File: src/rtl/ctrl_pipe_if.sv
// ctrl_pipe_if: bundle between the decode stage, the EX/MEM/WB control
// pipeline and its consumers. The ctrl field is the 17-bit decoded control
// bundle; an all-zero bundle means alu_op=ADD with every enable cleared.
// The master side is the core (decode/EX/memory).
// The slave side is the control pipeline itself.
interface ctrl_pipe_if #(
    parameter int REG_W  = 5,
    parameter int CTRL_W = 17
);
    // Decode-stage inputs and pipeline control inputs
    logic              id_valid;
    logic [CTRL_W-1:0] id_ctrl;
    logic [REG_W-1:0]  id_rs1;
    logic [REG_W-1:0]  id_rs2;
    logic [REG_W-1:0]  id_rd;
    logic              ex_redirect;
    logic              mem_wait;

    // Stage contents
    logic              ex_valid;
    logic              mem_valid;
    logic              wb_valid;
    logic [CTRL_W-1:0] ex_ctrl;
    logic [CTRL_W-1:0] mem_ctrl;
    logic [CTRL_W-1:0] wb_ctrl;
    logic [REG_W-1:0]  ex_rd;
    logic [REG_W-1:0]  mem_rd;
    logic [REG_W-1:0]  wb_rd;
    logic [REG_W-1:0]  ex_rs1;
    logic [REG_W-1:0]  ex_rs2;

    // Hazard / forwarding outputs
    logic [1:0]        fwd_a;
    logic [1:0]        fwd_b;
    logic              stall;
    logic              flush;
    logic              wb_we;

    modport master (
        output id_valid, id_ctrl, id_rs1, id_rs2, id_rd, ex_redirect, mem_wait,
        input  ex_valid, mem_valid, wb_valid, ex_ctrl, mem_ctrl, wb_ctrl,
        input  ex_rd, mem_rd, wb_rd, ex_rs1, ex_rs2,
        input  fwd_a, fwd_b, stall, flush, wb_we
    );

    modport slave (
        input  id_valid, id_ctrl, id_rs1, id_rs2, id_rd, ex_redirect, mem_wait,
        output ex_valid, mem_valid, wb_valid, ex_ctrl, mem_ctrl, wb_ctrl,
        output ex_rd, mem_rd, wb_rd, ex_rs1, ex_rs2,
        output fwd_a, fwd_b, stall, flush, wb_we
    );
endinterface

File: src/rtl/ctrl_pipe.sv
// ctrl_pipe: EX/MEM/WB control pipeline registers for the 5-stage core.
// Handles load-use stalls, redirect squashing, memory-wait freezing and
// EX operand-forwarding selects. Stage registers are the outputs; stall,
// flush, fwd_* and wb_we are combinational from registers and inputs.
// Bit positions of reg_write and mem_read inside the control bundle are
// parameters so the layout of the decoder's bundle can be matched.
module ctrl_pipe #(
    parameter int REG_W          = 5,
    parameter int CTRL_W         = 17,
    parameter int CTRL_REG_WRITE = 0,
    parameter int CTRL_MEM_READ  = 1
) (
    input  logic         clk,
    input  logic         rst_n,
    ctrl_pipe_if.slave   bus
);

    // Stage registers
    logic              r_ex_valid,  r_mem_valid,  r_wb_valid;
    logic [CTRL_W-1:0] r_ex_ctrl,   r_mem_ctrl,   r_wb_ctrl;
    logic [REG_W-1:0]  r_ex_rd,     r_mem_rd,     r_wb_rd;
    logic [REG_W-1:0]  r_ex_rs1,    r_ex_rs2;

    // Next-state values
    logic              ex_valid_next,  mem_valid_next,  wb_valid_next;
    logic [CTRL_W-1:0] ex_ctrl_next,   mem_ctrl_next,   wb_ctrl_next;
    logic [REG_W-1:0]  ex_rd_next,     mem_rd_next,     wb_rd_next;
    logic [REG_W-1:0]  ex_rs1_next,    ex_rs2_next;

    // Hazard and forwarding terms
    logic              w_load_use;
    logic              w_ex_bubble;
    logic              w_mem_writes;
    logic              w_wb_writes;
    logic [REG_W-1:0]  w_src [2];
    logic [1:0]        w_fwd [2];

    // A load in EX whose destination matches either ID source; both
    // sources are compared even if the ID instruction does not use one.
    assign w_load_use = r_ex_valid && r_ex_ctrl[CTRL_MEM_READ] && (r_ex_rd != '0)
                     && bus.id_valid
                     && ((r_ex_rd == bus.id_rs1) || (r_ex_rd == bus.id_rs2));

    // EX receives a bubble on redirect, on load-use, or when ID is empty.
    assign w_ex_bubble = bus.ex_redirect || w_load_use || !bus.id_valid;

    // Stages that will write a non-x0 register.
    assign w_mem_writes = r_mem_valid && r_mem_ctrl[CTRL_REG_WRITE] && (r_mem_rd != '0);
    assign w_wb_writes  = r_wb_valid  && r_wb_ctrl[CTRL_REG_WRITE]  && (r_wb_rd  != '0);

    assign w_src[0] = r_ex_rs1;
    assign w_src[1] = r_ex_rs2;

    // Per-source forwarding: MEM holds the younger result, so it wins over WB.
    generate
        for (genvar gi = 0; gi < 2; gi++) begin : g_fwd
            assign w_fwd[gi] = (w_mem_writes && (r_mem_rd == w_src[gi])) ? 2'b01 :
                               (w_wb_writes  && (r_wb_rd  == w_src[gi])) ? 2'b10 :
                                                                           2'b00;
        end
    endgenerate

    // Next-state selection: freeze on mem_wait, otherwise shift with EX fed
    // either by the ID instruction or by a bubble.
    always_comb begin
        ex_valid_next  = r_ex_valid;
        ex_ctrl_next   = r_ex_ctrl;
        ex_rd_next     = r_ex_rd;
        ex_rs1_next    = r_ex_rs1;
        ex_rs2_next    = r_ex_rs2;
        mem_valid_next = r_mem_valid;
        mem_ctrl_next  = r_mem_ctrl;
        mem_rd_next    = r_mem_rd;
        wb_valid_next  = r_wb_valid;
        wb_ctrl_next   = r_wb_ctrl;
        wb_rd_next     = r_wb_rd;

        if (!bus.mem_wait) begin
            wb_valid_next  = r_mem_valid;
            wb_ctrl_next   = r_mem_ctrl;
            wb_rd_next     = r_mem_rd;
            mem_valid_next = r_ex_valid;
            mem_ctrl_next  = r_ex_ctrl;
            mem_rd_next    = r_ex_rd;
            if (w_ex_bubble) begin
                ex_valid_next = 1'b0;
                ex_ctrl_next  = '0;
                ex_rd_next    = '0;
                ex_rs1_next   = '0;
                ex_rs2_next   = '0;
            end else begin
                ex_valid_next = 1'b1;
                ex_ctrl_next  = bus.id_ctrl;
                ex_rd_next    = bus.id_rd;
                ex_rs1_next   = bus.id_rs1;
                ex_rs2_next   = bus.id_rs2;
            end
        end
    end

    // Stage register update; reset empties every stage immediately.
    always_ff @(posedge clk or negedge rst_n) begin
        if (!rst_n) begin
            r_ex_valid  <= 1'b0;
            r_ex_ctrl   <= '0;
            r_ex_rd     <= '0;
            r_ex_rs1    <= '0;
            r_ex_rs2    <= '0;
            r_mem_valid <= 1'b0;
            r_mem_ctrl  <= '0;
            r_mem_rd    <= '0;
            r_wb_valid  <= 1'b0;
            r_wb_ctrl   <= '0;
            r_wb_rd     <= '0;
        end else begin
            r_ex_valid  <= ex_valid_next;
            r_ex_ctrl   <= ex_ctrl_next;
            r_ex_rd     <= ex_rd_next;
            r_ex_rs1    <= ex_rs1_next;
            r_ex_rs2    <= ex_rs2_next;
            r_mem_valid <= mem_valid_next;
            r_mem_ctrl  <= mem_ctrl_next;
            r_mem_rd    <= mem_rd_next;
            r_wb_valid  <= wb_valid_next;
            r_wb_ctrl   <= wb_ctrl_next;
            r_wb_rd     <= wb_rd_next;
        end
    end

    assign bus.ex_valid  = r_ex_valid;
    assign bus.mem_valid = r_mem_valid;
    assign bus.wb_valid  = r_wb_valid;
    assign bus.ex_ctrl   = r_ex_ctrl;
    assign bus.mem_ctrl  = r_mem_ctrl;
    assign bus.wb_ctrl   = r_wb_ctrl;
    assign bus.ex_rd     = r_ex_rd;
    assign bus.mem_rd    = r_mem_rd;
    assign bus.wb_rd     = r_wb_rd;
    assign bus.ex_rs1    = r_ex_rs1;
    assign bus.ex_rs2    = r_ex_rs2;
    assign bus.fwd_a     = w_fwd[0];
    assign bus.fwd_b     = w_fwd[1];

    // Control outputs are held inactive while reset is asserted, whatever
    // the inputs are doing. A redirect during mem_wait is deferred.
    assign bus.stall = rst_n && (bus.mem_wait || (!bus.ex_redirect && w_load_use));
    assign bus.flush = rst_n && !bus.mem_wait && bus.ex_redirect;
    assign bus.wb_we = rst_n && w_wb_writes && !bus.mem_wait;

endmodule

File: src/flat_wrapper.sv
// flat-port wrapper written by rule: the top's interface ports become plain ports
module ctrl_pipe_flat 
#(
    parameter int REG_W          = 5,
    parameter int CTRL_W         = 17,
    parameter int CTRL_REG_WRITE = 0,
    parameter int CTRL_MEM_READ  = 1
)
  (clk, rst_n, bus_id_valid, bus_id_ctrl, bus_id_rs1, bus_id_rs2, bus_id_rd, bus_ex_redirect, bus_mem_wait, bus_ex_valid, bus_mem_valid, bus_wb_valid, bus_ex_ctrl, bus_mem_ctrl, bus_wb_ctrl, bus_ex_rd, bus_mem_rd, bus_wb_rd, bus_ex_rs1, bus_ex_rs2, bus_fwd_a, bus_fwd_b, bus_stall, bus_flush, bus_wb_we);
  ctrl_pipe_if #(.REG_W(REG_W), .CTRL_W(CTRL_W)) bus_i ();
  input  logic clk;
  input  logic rst_n;
  input wire logic [$bits(bus_i.id_valid)-1:0] bus_id_valid;
  input wire logic [$bits(bus_i.id_ctrl)-1:0] bus_id_ctrl;
  input wire logic [$bits(bus_i.id_rs1)-1:0] bus_id_rs1;
  input wire logic [$bits(bus_i.id_rs2)-1:0] bus_id_rs2;
  input wire logic [$bits(bus_i.id_rd)-1:0] bus_id_rd;
  input wire logic [$bits(bus_i.ex_redirect)-1:0] bus_ex_redirect;
  input wire logic [$bits(bus_i.mem_wait)-1:0] bus_mem_wait;
  output wire logic [$bits(bus_i.ex_valid)-1:0] bus_ex_valid;
  output wire logic [$bits(bus_i.mem_valid)-1:0] bus_mem_valid;
  output wire logic [$bits(bus_i.wb_valid)-1:0] bus_wb_valid;
  output wire logic [$bits(bus_i.ex_ctrl)-1:0] bus_ex_ctrl;
  output wire logic [$bits(bus_i.mem_ctrl)-1:0] bus_mem_ctrl;
  output wire logic [$bits(bus_i.wb_ctrl)-1:0] bus_wb_ctrl;
  output wire logic [$bits(bus_i.ex_rd)-1:0] bus_ex_rd;
  output wire logic [$bits(bus_i.mem_rd)-1:0] bus_mem_rd;
  output wire logic [$bits(bus_i.wb_rd)-1:0] bus_wb_rd;
  output wire logic [$bits(bus_i.ex_rs1)-1:0] bus_ex_rs1;
  output wire logic [$bits(bus_i.ex_rs2)-1:0] bus_ex_rs2;
  output wire logic [$bits(bus_i.fwd_a)-1:0] bus_fwd_a;
  output wire logic [$bits(bus_i.fwd_b)-1:0] bus_fwd_b;
  output wire logic [$bits(bus_i.stall)-1:0] bus_stall;
  output wire logic [$bits(bus_i.flush)-1:0] bus_flush;
  output wire logic [$bits(bus_i.wb_we)-1:0] bus_wb_we;
  assign bus_i.id_valid = bus_id_valid;
  assign bus_i.id_ctrl = bus_id_ctrl;
  assign bus_i.id_rs1 = bus_id_rs1;
  assign bus_i.id_rs2 = bus_id_rs2;
  assign bus_i.id_rd = bus_id_rd;
  assign bus_i.ex_redirect = bus_ex_redirect;
  assign bus_i.mem_wait = bus_mem_wait;
  assign bus_ex_valid = bus_i.ex_valid;
  assign bus_mem_valid = bus_i.mem_valid;
  assign bus_wb_valid = bus_i.wb_valid;
  assign bus_ex_ctrl = bus_i.ex_ctrl;
  assign bus_mem_ctrl = bus_i.mem_ctrl;
  assign bus_wb_ctrl = bus_i.wb_ctrl;
  assign bus_ex_rd = bus_i.ex_rd;
  assign bus_mem_rd = bus_i.mem_rd;
  assign bus_wb_rd = bus_i.wb_rd;
  assign bus_ex_rs1 = bus_i.ex_rs1;
  assign bus_ex_rs2 = bus_i.ex_rs2;
  assign bus_fwd_a = bus_i.fwd_a;
  assign bus_fwd_b = bus_i.fwd_b;
  assign bus_stall = bus_i.stall;
  assign bus_flush = bus_i.flush;
  assign bus_wb_we = bus_i.wb_we;
  ctrl_pipe #(.REG_W(REG_W), .CTRL_W(CTRL_W), .CTRL_REG_WRITE(CTRL_REG_WRITE), .CTRL_MEM_READ(CTRL_MEM_READ)) u_core (.clk(clk), .rst_n(rst_n), .bus(bus_i));
endmodule
File: config.mk
export PLATFORM = sky130hd
export DESIGN_NAME = ctrl_pipe_flat
export DESIGN_NICKNAME = d
export VERILOG_FILES = /design/src/rtl/ctrl_pipe_if.sv /design/src/rtl/ctrl_pipe.sv /design/src/flat_wrapper.sv
export SDC_FILE = /design/constraint.sdc
export NUM_CORES = 1
export LEC_CHECK = 0
export BUFFER_PORTS_ARGS = -buffer_cell sky130_fd_sc_hd__buf_2
export CAP_MARGIN = 5
export CELL_PAD_IN_SITES_DETAIL_PLACEMENT = 1
export CELL_PAD_IN_SITES_GLOBAL_PLACEMENT = 1
export CORE_AREA = 2 2 129 131
export DETAILED_ROUTE_END_ITERATION = 12
export DIE_AREA = 0 0 131 133
export PLACE_DENSITY = 0.55
export SYNTH_ARGS = -nofsm -noshare
export SYNTH_HDL_FRONTEND = slang
export SYNTH_SLANG_ARGS = --single-unit
File: constraint.sdc
create_clock -name clk -period 2.04 [get_ports clk]
set_input_delay 0.102 -clock clk [delete_from_list [all_inputs] [get_ports clk]]
set_output_delay 0.102 -clock clk [all_outputs]
set_load 0.1 [all_outputs]
==> Word-level counts from Yosys, hierarchy flattened <==
Index checks and enable logic that the tools add are counted.
{ "word_totals": {"ff_bits": 79, "wordCells": 54, "in_bits": 37} }
{ "classes": {"n_reduce_logical": 28, "n_eq_ne": 6, "n_mux": 9} }
{ "ops": {"columns": ["cell", "count"], "rows": [
  ["5-bit == test", 6],
  ["1-bit logical AND", 18],
  ["17-bit two-way mux", 1],
  ["5-bit two-way mux", 3],
  ["5-bit nonzero test", 3],
  ["2-bit two-way mux", 4],
  ["1-bit logical OR", 4],
  ["1-bit zero test", 3],
  ["1-bit two-way mux", 1]
]} }

==> Logic depth before layout (Yosys ltp) <==
Gate-level depths: netlist of run 1.
{ "depth": {"word_depth": 7, "depth_mapped": 6} }

==> Worst setup path before layout of run 1 <==
OpenSTA, ideal clock, no wires.
{ "synth_path": {"path_type": "reg2out", "from": "reg u_core.r_mem_rd[0] (netlist: u_core.bus.mem_rd[0])", "to": "out bus_fwd_a[1]", "path_buffers": 0, "setup_slack_ns": -4.267, "arrival_time_ns": 6.205, "stages_incl_launch_ff": 5, "cell_sequence": "dfrtp_1 or4_1 o211ai_2 nor4_1 nor3_1"} }
{ "synth_between": {"elab_chain_cells": 4} }
{ "synth_lines": {"columns": ["item", "line_no", "text"], "rows": [
  ["start, declared", "ctrl_pipe.sv:21", "logic [REG_W-1:0] r_ex_rd, r_mem_rd, r_wb_rd;"],
  ["start signal, assigned", "ctrl_pipe.sv:123", "r_mem_rd <= mem_rd_next;"],
  ["5-bit nonzero test", "ctrl_pipe.sv:48", "assign w_mem_writes = r_mem_valid && r_mem_ctrl[CTRL_REG_WRITE] && (r_mem_rd != '0);"],
  ["1-bit logical AND", "ctrl_pipe.sv:48", null],
  ["1-bit logical AND (*)", "ctrl_pipe.sv:57", "assign w_fwd[gi] = (w_mem_writes && (r_mem_rd == w_src[gi])) ? 2'b01 :"],
  ["2-bit two-way mux (*)", "ctrl_pipe.sv:57", null],
  ["end, declared", "flat_wrapper.sv:31", "output wire logic [$bits(bus_i.fwd_a)-1:0] bus_fwd_a;"]
]} }
Every way passes the cells marked *; elsewhere a longest branch is shown, timed or not.

==> Worst setup path after layout of run 1 <==
{ "layout_path": {"from": "reg u_core.r_wb_rd[4] (netlist: u_core.bus.wb_rd[4])", "to": "out bus_fwd_b[1]"} }
{ "layout_between": {"elab_chain_cells": 5} }
{ "layout_lines": {"columns": ["item", "line_no", "text"], "rows": [
  ["start, declared", "ctrl_pipe.sv:21", null],
  ["start signal, assigned", "ctrl_pipe.sv:126", "r_wb_rd <= wb_rd_next;"],
  ["5-bit nonzero test", "ctrl_pipe.sv:49", "assign w_wb_writes = r_wb_valid && r_wb_ctrl[CTRL_REG_WRITE] && (r_wb_rd != '0);"],
  ["1-bit logical AND", "ctrl_pipe.sv:49", null],
  ["1-bit logical AND (*)", "ctrl_pipe.sv:58", "(w_wb_writes && (r_wb_rd == w_src[gi])) ? 2'b10 :"],
  ["2-bit two-way mux (*)", "ctrl_pipe.sv:58", null],
  ["2-bit two-way mux (*)", "ctrl_pipe.sv:57", null],
  ["end, declared", "flat_wrapper.sv:32", "output wire logic [$bits(bus_i.fwd_b)-1:0] bus_fwd_b;"]
]} }
Marked as above.

==> results of run 1 <==
[synth_stat cells, types with 2 or more instances]
cell and n:
a32oi_1 32, buf_2 14, buf_6 3, clkbuf_1 5, dfrtp_1 79, mux2_1 46, nand2_1 34, nand3_1 5
nor3_1 2, nor3b_1 3, nor4_1 2, o21ai_1 4, o21ai_2 29, or4_1 3, xnor2_1 18, xor2_1 12
[placed cells by master, fill, tap and decap left out, types with 2 or more instances in the layout]
cell type	n
xnor2_2	4
o21ai_2	29
or4_4	3
dfrtp_2	13
dlygate4sd3_1	6
xor2_1	12
bufinv_16	3
a32oi_1	32
dfrtp_4	18
clkinvlp_4	2
clkbuf_16	9
o21ai_1	4
nand3_1	3
nand3_2	2
buf_6	2
xnor2_1	13
buf_2	114
dfrtp_1	48
mux2_1	46
buf_12	12
nor4_4	3
buf_4	14
nand2_1	34
[per-stage QoR]
step	area, um2	cells	utilization (%)	setup slack [ns]	hold slack, ns
6_report	5500	664	34.0	-0.206	0.0119
5_1_grt	5500	664	34.0	-0.317	0.00923
4_1_cts	5440	661	33.6	-0.232	0.00000253
3_5_place_dp	4910	633	30.4	0.114	0.257
3_3_place_gp	4910	633	30.4	0.131	0.254
2_1_floorplan	3930	303	-	-0.698	-0.194
[sequential cells by signal, indices dropped and copies added (netlist names)]
register and cells:
u_core.bus.ex_ctrl 17, u_core.bus.mem_ctrl 17, u_core.bus.wb_ctrl 17, u_core.bus.ex_rd 5, u_core.bus.ex_rs1 5, u_core.bus.ex_rs2 5
u_core.bus.mem_rd 5, u_core.bus.wb_rd 5, u_core.bus.ex_valid 1, u_core.bus.mem_valid 1, u_core.bus.wb_valid 1
[power groups by stage]
stage,Clock (mW),Sequential [mW],Combinational (mW)
after global placement,0,2.05,2.42
final,1.89,2.03,2.52
after floorplan,0,3.50,0.483
after global routing,2.02,2.06,2.62
after detailed placement,0,2.06,2.44
after CTS,1.95,2.02,2.52
[critical path, stage by stage (launching register included)]
cell      delay, ns
dfrtp_4        0.44
or4_1          0.11
o211ai_1       0.10
buf_4          0.18
or4_4          0.43
nor4_4         0.33
buf_12         0.21
[layout make-up]
cell class,instances,area (um2)
fillers,1762,10700
flip-flops and latches,79,2060
multi-input cells,200,1810
repair buffers,148,998
well taps,220,275
clock buffers,11,243
clock inverters,5,105
inverters,1,3.75
[how the worst min path moves through the flow]
stage	start	to	slack (ns)	depth (start not counted)
after floorplan	rst_n	u_core.bus.ex_ctrl[0]$_DFFE_PN0N_	-0.19	0
after global placement	rst_n	u_core.bus.ex_rd[1]$_DFFE_PN0N_	0.25	2
after detailed placement	rst_n	u_core.bus.ex_rd[1]$_DFFE_PN0N_	0.26	2
after CTS	bus_id_ctrl[11]	u_core.bus.ex_ctrl[11]$_DFFE_PN0N_	0.000003	3
after global routing	bus_id_ctrl[12]	u_core.bus.ex_ctrl[12]$_DFFE_PN0N_	0.009	3
final	bus_id_ctrl[4]	u_core.bus.ex_ctrl[4]$_DFFE_PN0N_	0.01	3
[routing by layer]
layer  share of wire [%]  vias to the layer above  routed length, um  global-route usage (%)
met3                 5.9                       11                684                    3.64
met4                 1.5                        0                169                    4.96
met5                   0                        -                  0                       0
li1                    -                     1404                  -                       -
met2                  48                       93               5620                    21.6
met1                  44                     1539               5150                    18.3
[kinds of logic (layout without fill, tap and decap cells)]
family / count (synthesis) / in the layout / share of synthesized area, %
flops: 79 / 79 / 52.5
compound gates: 71 / 71 / 16.4
simple gates: 53 / 53 / 6.87
mux: 46 / 46 / 13.7
xor+xnor: 30 / 30 / 6.97
buf+inv: 24 / 165 / 3.49
[timing repair]
action	4_1_cts	5_1_grt
resized for setup	9	5
setup endpoints to repair	6	6
hold buffers	6	0
buffers inserted	6	3
pin swaps	6	7
endpoints found under the hold margin	84	0
==> results.tsv, run 1 <==
stage	metric	value	unit
run_status	status	complete, but fails checks	
run_status	violations	negative setup slack	
cts	cts_sinks	79	
grt	grt_usage	13.8	%
worst_setup_path	crit_required	1.94	ns
worst_setup_path	end_kind	output port	
worst_setup_path	rr_worst_depth	6	
power	power.switching	2.88	mW
power	p_comb_share	39.2	%
floorplanning	die_h	133	um
grt	gr-total-overflow	0	
worst_setup_path	cp-endpoint	bus_fwd_b[1]	
worst_setup_path	startpoint	u_core.bus.wb_rd[4]$_DFFE_PN0N_	
worst_setup_path	r2r-start	u_core.bus.ex_rd[4]$_DFFE_PN0N_	
synth	syn_area	3770	um2
timing	fin_setup_tns	-0.497	ns
floorplanning	core_area	16200	um2
floorplanning	fp-row-count	47	
synth	synth_cell_type_count	28	
timing	rsz0062_at_grt	yes	
power	pwr-share-seq	31.5	%
synth	ys_seq_area_share	52.5	%
placed_design	dp_hpwl	8.13	mm
synth	synth_top_area_share	52.5	%
worst_setup_path	r2r_slack	0.23	ns
detailed_routing	wire_per_inst	17.5	um
cts	cts_buffer_depth	2	
timing	drv_slew	0	
detailed_routing	vias	3047	
synth	synth_area_leader_cell	dfrtp_1	
timing	finClkSkew	0.00767	ns
cts	root_buffer	clkbuf_16	
cts	cts_tree	yes	
grt	grt_pass1_vias	3137	
synth	synth-edff-count	0	
placed_design	io_buffers	122	
timing	layout_setup_ws	-0.206	ns
timing	finalHoldViolations	0	
synth	synthCells	303	
grt	grt_pass1_wl	18.3	mm
timing	tightest_slew	0.582	ns
worst_setup_path	cp_max_fo	5	
floorplanning	start_util	23.3	%
finish	area_growth	45.9	%
worst_setup_path	start_kind	flop	
floorplanning	die_w	131	um
worst_setup_path	critPathArrivalTime	2.14	ns
detailed_routing	wl	11.6	mm
detailed_routing	first_pass_iters	6	
worst_setup_path	worst-setup-path-type	flop to output port	
power	ir_worst_vdd	428	uV
synth	synthTopCellsByArea	dfrtp_1, mux2_1, a32oi_1, o21ai_2, xnor2_1	
grt	grt_start_max_net_pins	53	
timing	final-setup-viol-count	5	
synth	syn_avg_cell_area	12.4	um2
floorplanning	io_pins	123	
finish	nNetsFinal	476	
synth	async_flop_share	100	%
power	p_leak	2.51	nW
detailed_routing	drc_errors	0	
placed_design	place_congestion	0.751	
detailed_routing	drtAntennaViolNets	0	
synth	synth_ff_type	dfrtp_1	
cts	clk_pin_slew	0.07	ns
synth	ys_warn_count	0	
power	clkPwrFrac	29.3	%
cts	clkLatencyLatePin	0.34	ns
timing	timing.final.crit_period	2.25	ns
timing	fin_crit_sh	110	%
worst_setup_path	r2r_end	u_core.bus.ex_rd[2]$_DFFE_PN0N_	
timing	maxSlewHeadroom	61.2	%
power	power_density	1170	nW/um2
worst_hold_path	hold_path.class	input port to flop	
power	p_total	6.43	mW
detailed_routing	drt_iter0_markers	114	
power	power.internal	3.55	mW
cts	h-tree-depth	3	
timing	max_freq	0.445	GHz
detailed_routing	via_per_inst	4.59	
power	sw_frac_of_total	44.8	%
floorplanning	die-area	17400	um2
run	maxCapViolCount	0	
finish	diodes	0	
grt	antenna_found_initial	0	
finish	drive_gt1_share	53.4	%
cts	cts_buffers	9	
synth	synth_fp_nets	340	
synth	synth_seq_cells	79	
No activity file was read; power rests on OpenSTA's default activity.
==> run 2: changes to the inputs <==
- CORE_AREA: 2 2 129 131 -> 2 2 106 159
- DIE_AREA: 0 0 131 133 -> 0 0 108 161
- PLACE_DENSITY: 0.55 -> 0.52
==> run 2 against run 1 <==
Effect of this change: the run still ends with negative setup slack left; non-clock buffer count is 2 higher; clock-buffer cell count grew 2; clock power shrank 12%; core utilization decreased by 0.68 points; global-route usage is 0.78 points higher; via count up 0.20%; combinational power about the same; maximum frequency increased by 0.29%; flip-flop and latch count unchanged; critical path type unchanged; largest cell class unchanged; largest power group unchanged; highest routed layer unchanged.
==> results.tsv, run 2 (synthesis results as in run 1) <==
stage	metric	value	unit	change
run_status	status	complete, but fails checks		
worst_setup_path	crit_required	1.94	ns	about the same
detailed_routing	vias	3053		+0.20%
cts	h-tree-depth	3		unchanged
detailed_routing	wire_per_inst	18.7	um	+7.1%
timing	max_freq	0.447	GHz	+0.29%
worst_setup_path	slowest_delay	0.44	ns	about the same
finish	final_cell_mix	buf_2, dfrtp_1, mux2_1		
timing	finClkSkew	0.00823	ns	+0.000568 ns
power	power_density	1150	nW/um2	-1.3%
worst_setup_path	crit_chain	or4_1 -> o211ai_1 -> buf_4 -> or4_4 -> nor4_4 -> buf_12		
detailed_routing	wl	12.2	mm	+5.1%
timing	rsz0062_at_grt	yes		
cts	cts_sinks	79		unchanged
cts	root_buffer	clkbuf_16		
floorplanning	core_area	16000	um2	-0.77%
cts	cts_buffer_depth	2		unchanged
run	maxCapViolCount	0		unchanged
placed_design	placed_area	4900	um2	-0.31%
worst_hold_path	hold_path.class	input port to flop		
grt	grt.busiest_layer	met2		
timing	timing.final.crit_period	2.24	ns	-0.00647 ns
finish	design_area	5340	um2	-2.8%
detailed_routing	drt_iter0_markers	96		-16%
timing	whs	0.0177	ns	+0.00572 ns
worst_setup_path	worst-setup-path-type	flop to output port		
detailed_routing	drtAntennaViolNets	0		unchanged
timing	finalHoldViolations	0		unchanged
worst_setup_path	critPathArrivalTime	2.14	ns	about the same
power	p_total	6.17	mW	-4.0%
floorplanning	die-area	17400	um2	-0.20%
finish	nNetsFinal	478		+0.42%
timing	drv_slew	0		unchanged
worst_setup_path	start_kind	flop		
placed_design	io_buffers	122		unchanged
worst_setup_path	crit_buf_inv	2		unchanged
run_status	violations	negative setup slack		
worst_setup_path	cp_max_fo	5		unchanged
grt	gr-total-overflow	0		unchanged
floorplanning	die_w	108	um	-18%
finish	postLayoutCoreUtil	33.3	%	-0.68 points
floorplanning	start_util	23.5	%	+0.18 points
placed_design	place_congestion	0.820		+9.2%
grt	gr-usage-met1	17.3	%	-1.0 points
power	ir_worst_vdd	423	uV	-1.1%
worst_setup_path	cpMaxStageDelayCell	dfrtp_4		
cts	cts_buffers	9		unchanged
power	p_leak	2.48	nW	-1.2%
placed_design	dp_hpwl	9.12	mm	+12%
floorplanning	io_pins	123		unchanged
timing	final-setup-viol-count	4		-1
grt	grt_pass1_wl	19.4	mm	+6.0%
grt	use_met3	3.59	%	-0.048 points
grt	grt_start_max_net_pins	42		-21%
detailed_routing	via_per_inst	4.68		+2.0%
timing	layout_setup_ws	-0.199	ns	+0.00647 ns
grt	grt_pass1_vias	3347		+6.7%
finish	n_fill_cell	1779		+0.96%
grt	grt_usage	14.6	%	+0.78 points
detailed_routing	first_pass_iters	4		-2
timing	maxSlewHeadroom	63.0	%	+1.8 points
cts	clkLatencyLatePin	0.34	ns	about the same
detailed_routing	drc_errors	0		unchanged
cts	clk_pin_slew	0.06	ns	about the same
cts	cts_tree	yes		
finish	layout_commonest_cell	buf_2		
worst_setup_path	end_kind	output port		
timing	tightest_slew	0.555	ns	-0.0266 ns
finish	area_growth	41.8	%	
grt	antenna_found_initial	0		unchanged
grt	use_met2	25.8	%	+4.2 points
timing	fin_crit_sh	110	%	-0.32 points
worst_setup_path	critical_path.top_delay_family	simple AND/OR/NAND/NOR gates		
finish	diodes	0		unchanged
floorplanning	die_h	161	um	+21%
floorplanning	fp-row-count	57		+21%
finish	drive_gt1_share	53.4	%	about the same
[run 2: cell types whose count changed in the layout (fill, tap and decap cells not counted), moves of 2 or more]
cell	previous run	this run
buf_4	14	24
clkinvlp_4	2	0
clkinv_2	0	2
bufinv_16	3	1
dlygate4sd3_1	6	4
buf_12	12	6
xnor2_1	13	15
clkbuf_8	1	3
[run 2: repair_timing]
action / CTS / global route
hold buffers: 4 / 0
buffers inserted: 4 / 1
resized for setup: 13 / 1
hold endpoints to repair: 39 / 0
pin swaps: 7 / 2
endpoints found under the setup margin: 6 / 6
[run 2: routing by layer]
layer  routed length (um)  vias up  share of wire (%)
li1                     -     1396                  -
met1                 4930     1568                 40
met2                 6550       79                 54
met3                  563       10                4.6
met4                  171        0                1.4
met5                    0        -                  0
[run 2: through the flow]
stage,worst slack (ns),std cells,setup TNS (ns)
final,-0.199,652,-0.467
after global routing,-0.266,652,-0.768
after CTS,-0.234,651,-0.602
after detailed placement,0.123,628,0
after global placement,0.158,628,0
after floorplan,-0.698,303,-1.69
[run 2: final timing paths]
check                                                       start                                 to  slack (ns)  cells past startpoint
worst max register to register    u_core.bus.ex_rd[0]$_DFFE_PN0N_   u_core.bus.ex_rs2[0]$_DFFE_PN0N_        0.11                      7
max in group asynchronous                                   rst_n    u_core.bus.wb_rd[2]$_DFFE_PN0N_        0.97                      3
worst min-delay path                               bus_id_ctrl[4]  u_core.bus.ex_ctrl[4]$_DFFE_PN0N_        0.02                      3
worst max-delay path              u_core.bus.wb_rd[3]$_DFFE_PN0N_                       bus_fwd_b[1]       -0.20                      6
min in group asynchronous                                   rst_n    u_core.bus.ex_rd[3]$_DFFE_PN0N_        0.20                      2
worst min register to register  u_core.bus.wb_ctrl[1]$_DFFE_PN0N_  u_core.bus.wb_ctrl[1]$_DFFE_PN0N_        0.48                      1
[run 2: power by group]
part	internal (mW)	switching [mW]
Sequential	1.81	0.207
Combinational	0.481	2.01
Clock	1.04	0.619
Total	3.33	2.84
[run 2: worst reg2reg max path, stage by stage (launching register included)]
cell,delay (ns)
dfrtp_4,0.47
or4_4,0.50
o21ai_4,0.14
buf_4,0.12
buf_4,0.09
buf_4,0.27
a32oi_1,0.19
o21ai_2,0.09
[run 2: final cells by class]
cell class              instances  area (um2)  area share (%)
well taps                     206         258            4.82
multi-input cells             200        1780            33.3
flip-flops and latches         79        2060            38.6
inverters                       1        3.75          0.0702
clock inverters                 3        40.0           0.749
clock buffers                  13         270            5.06
repair buffers                150         933            17.5
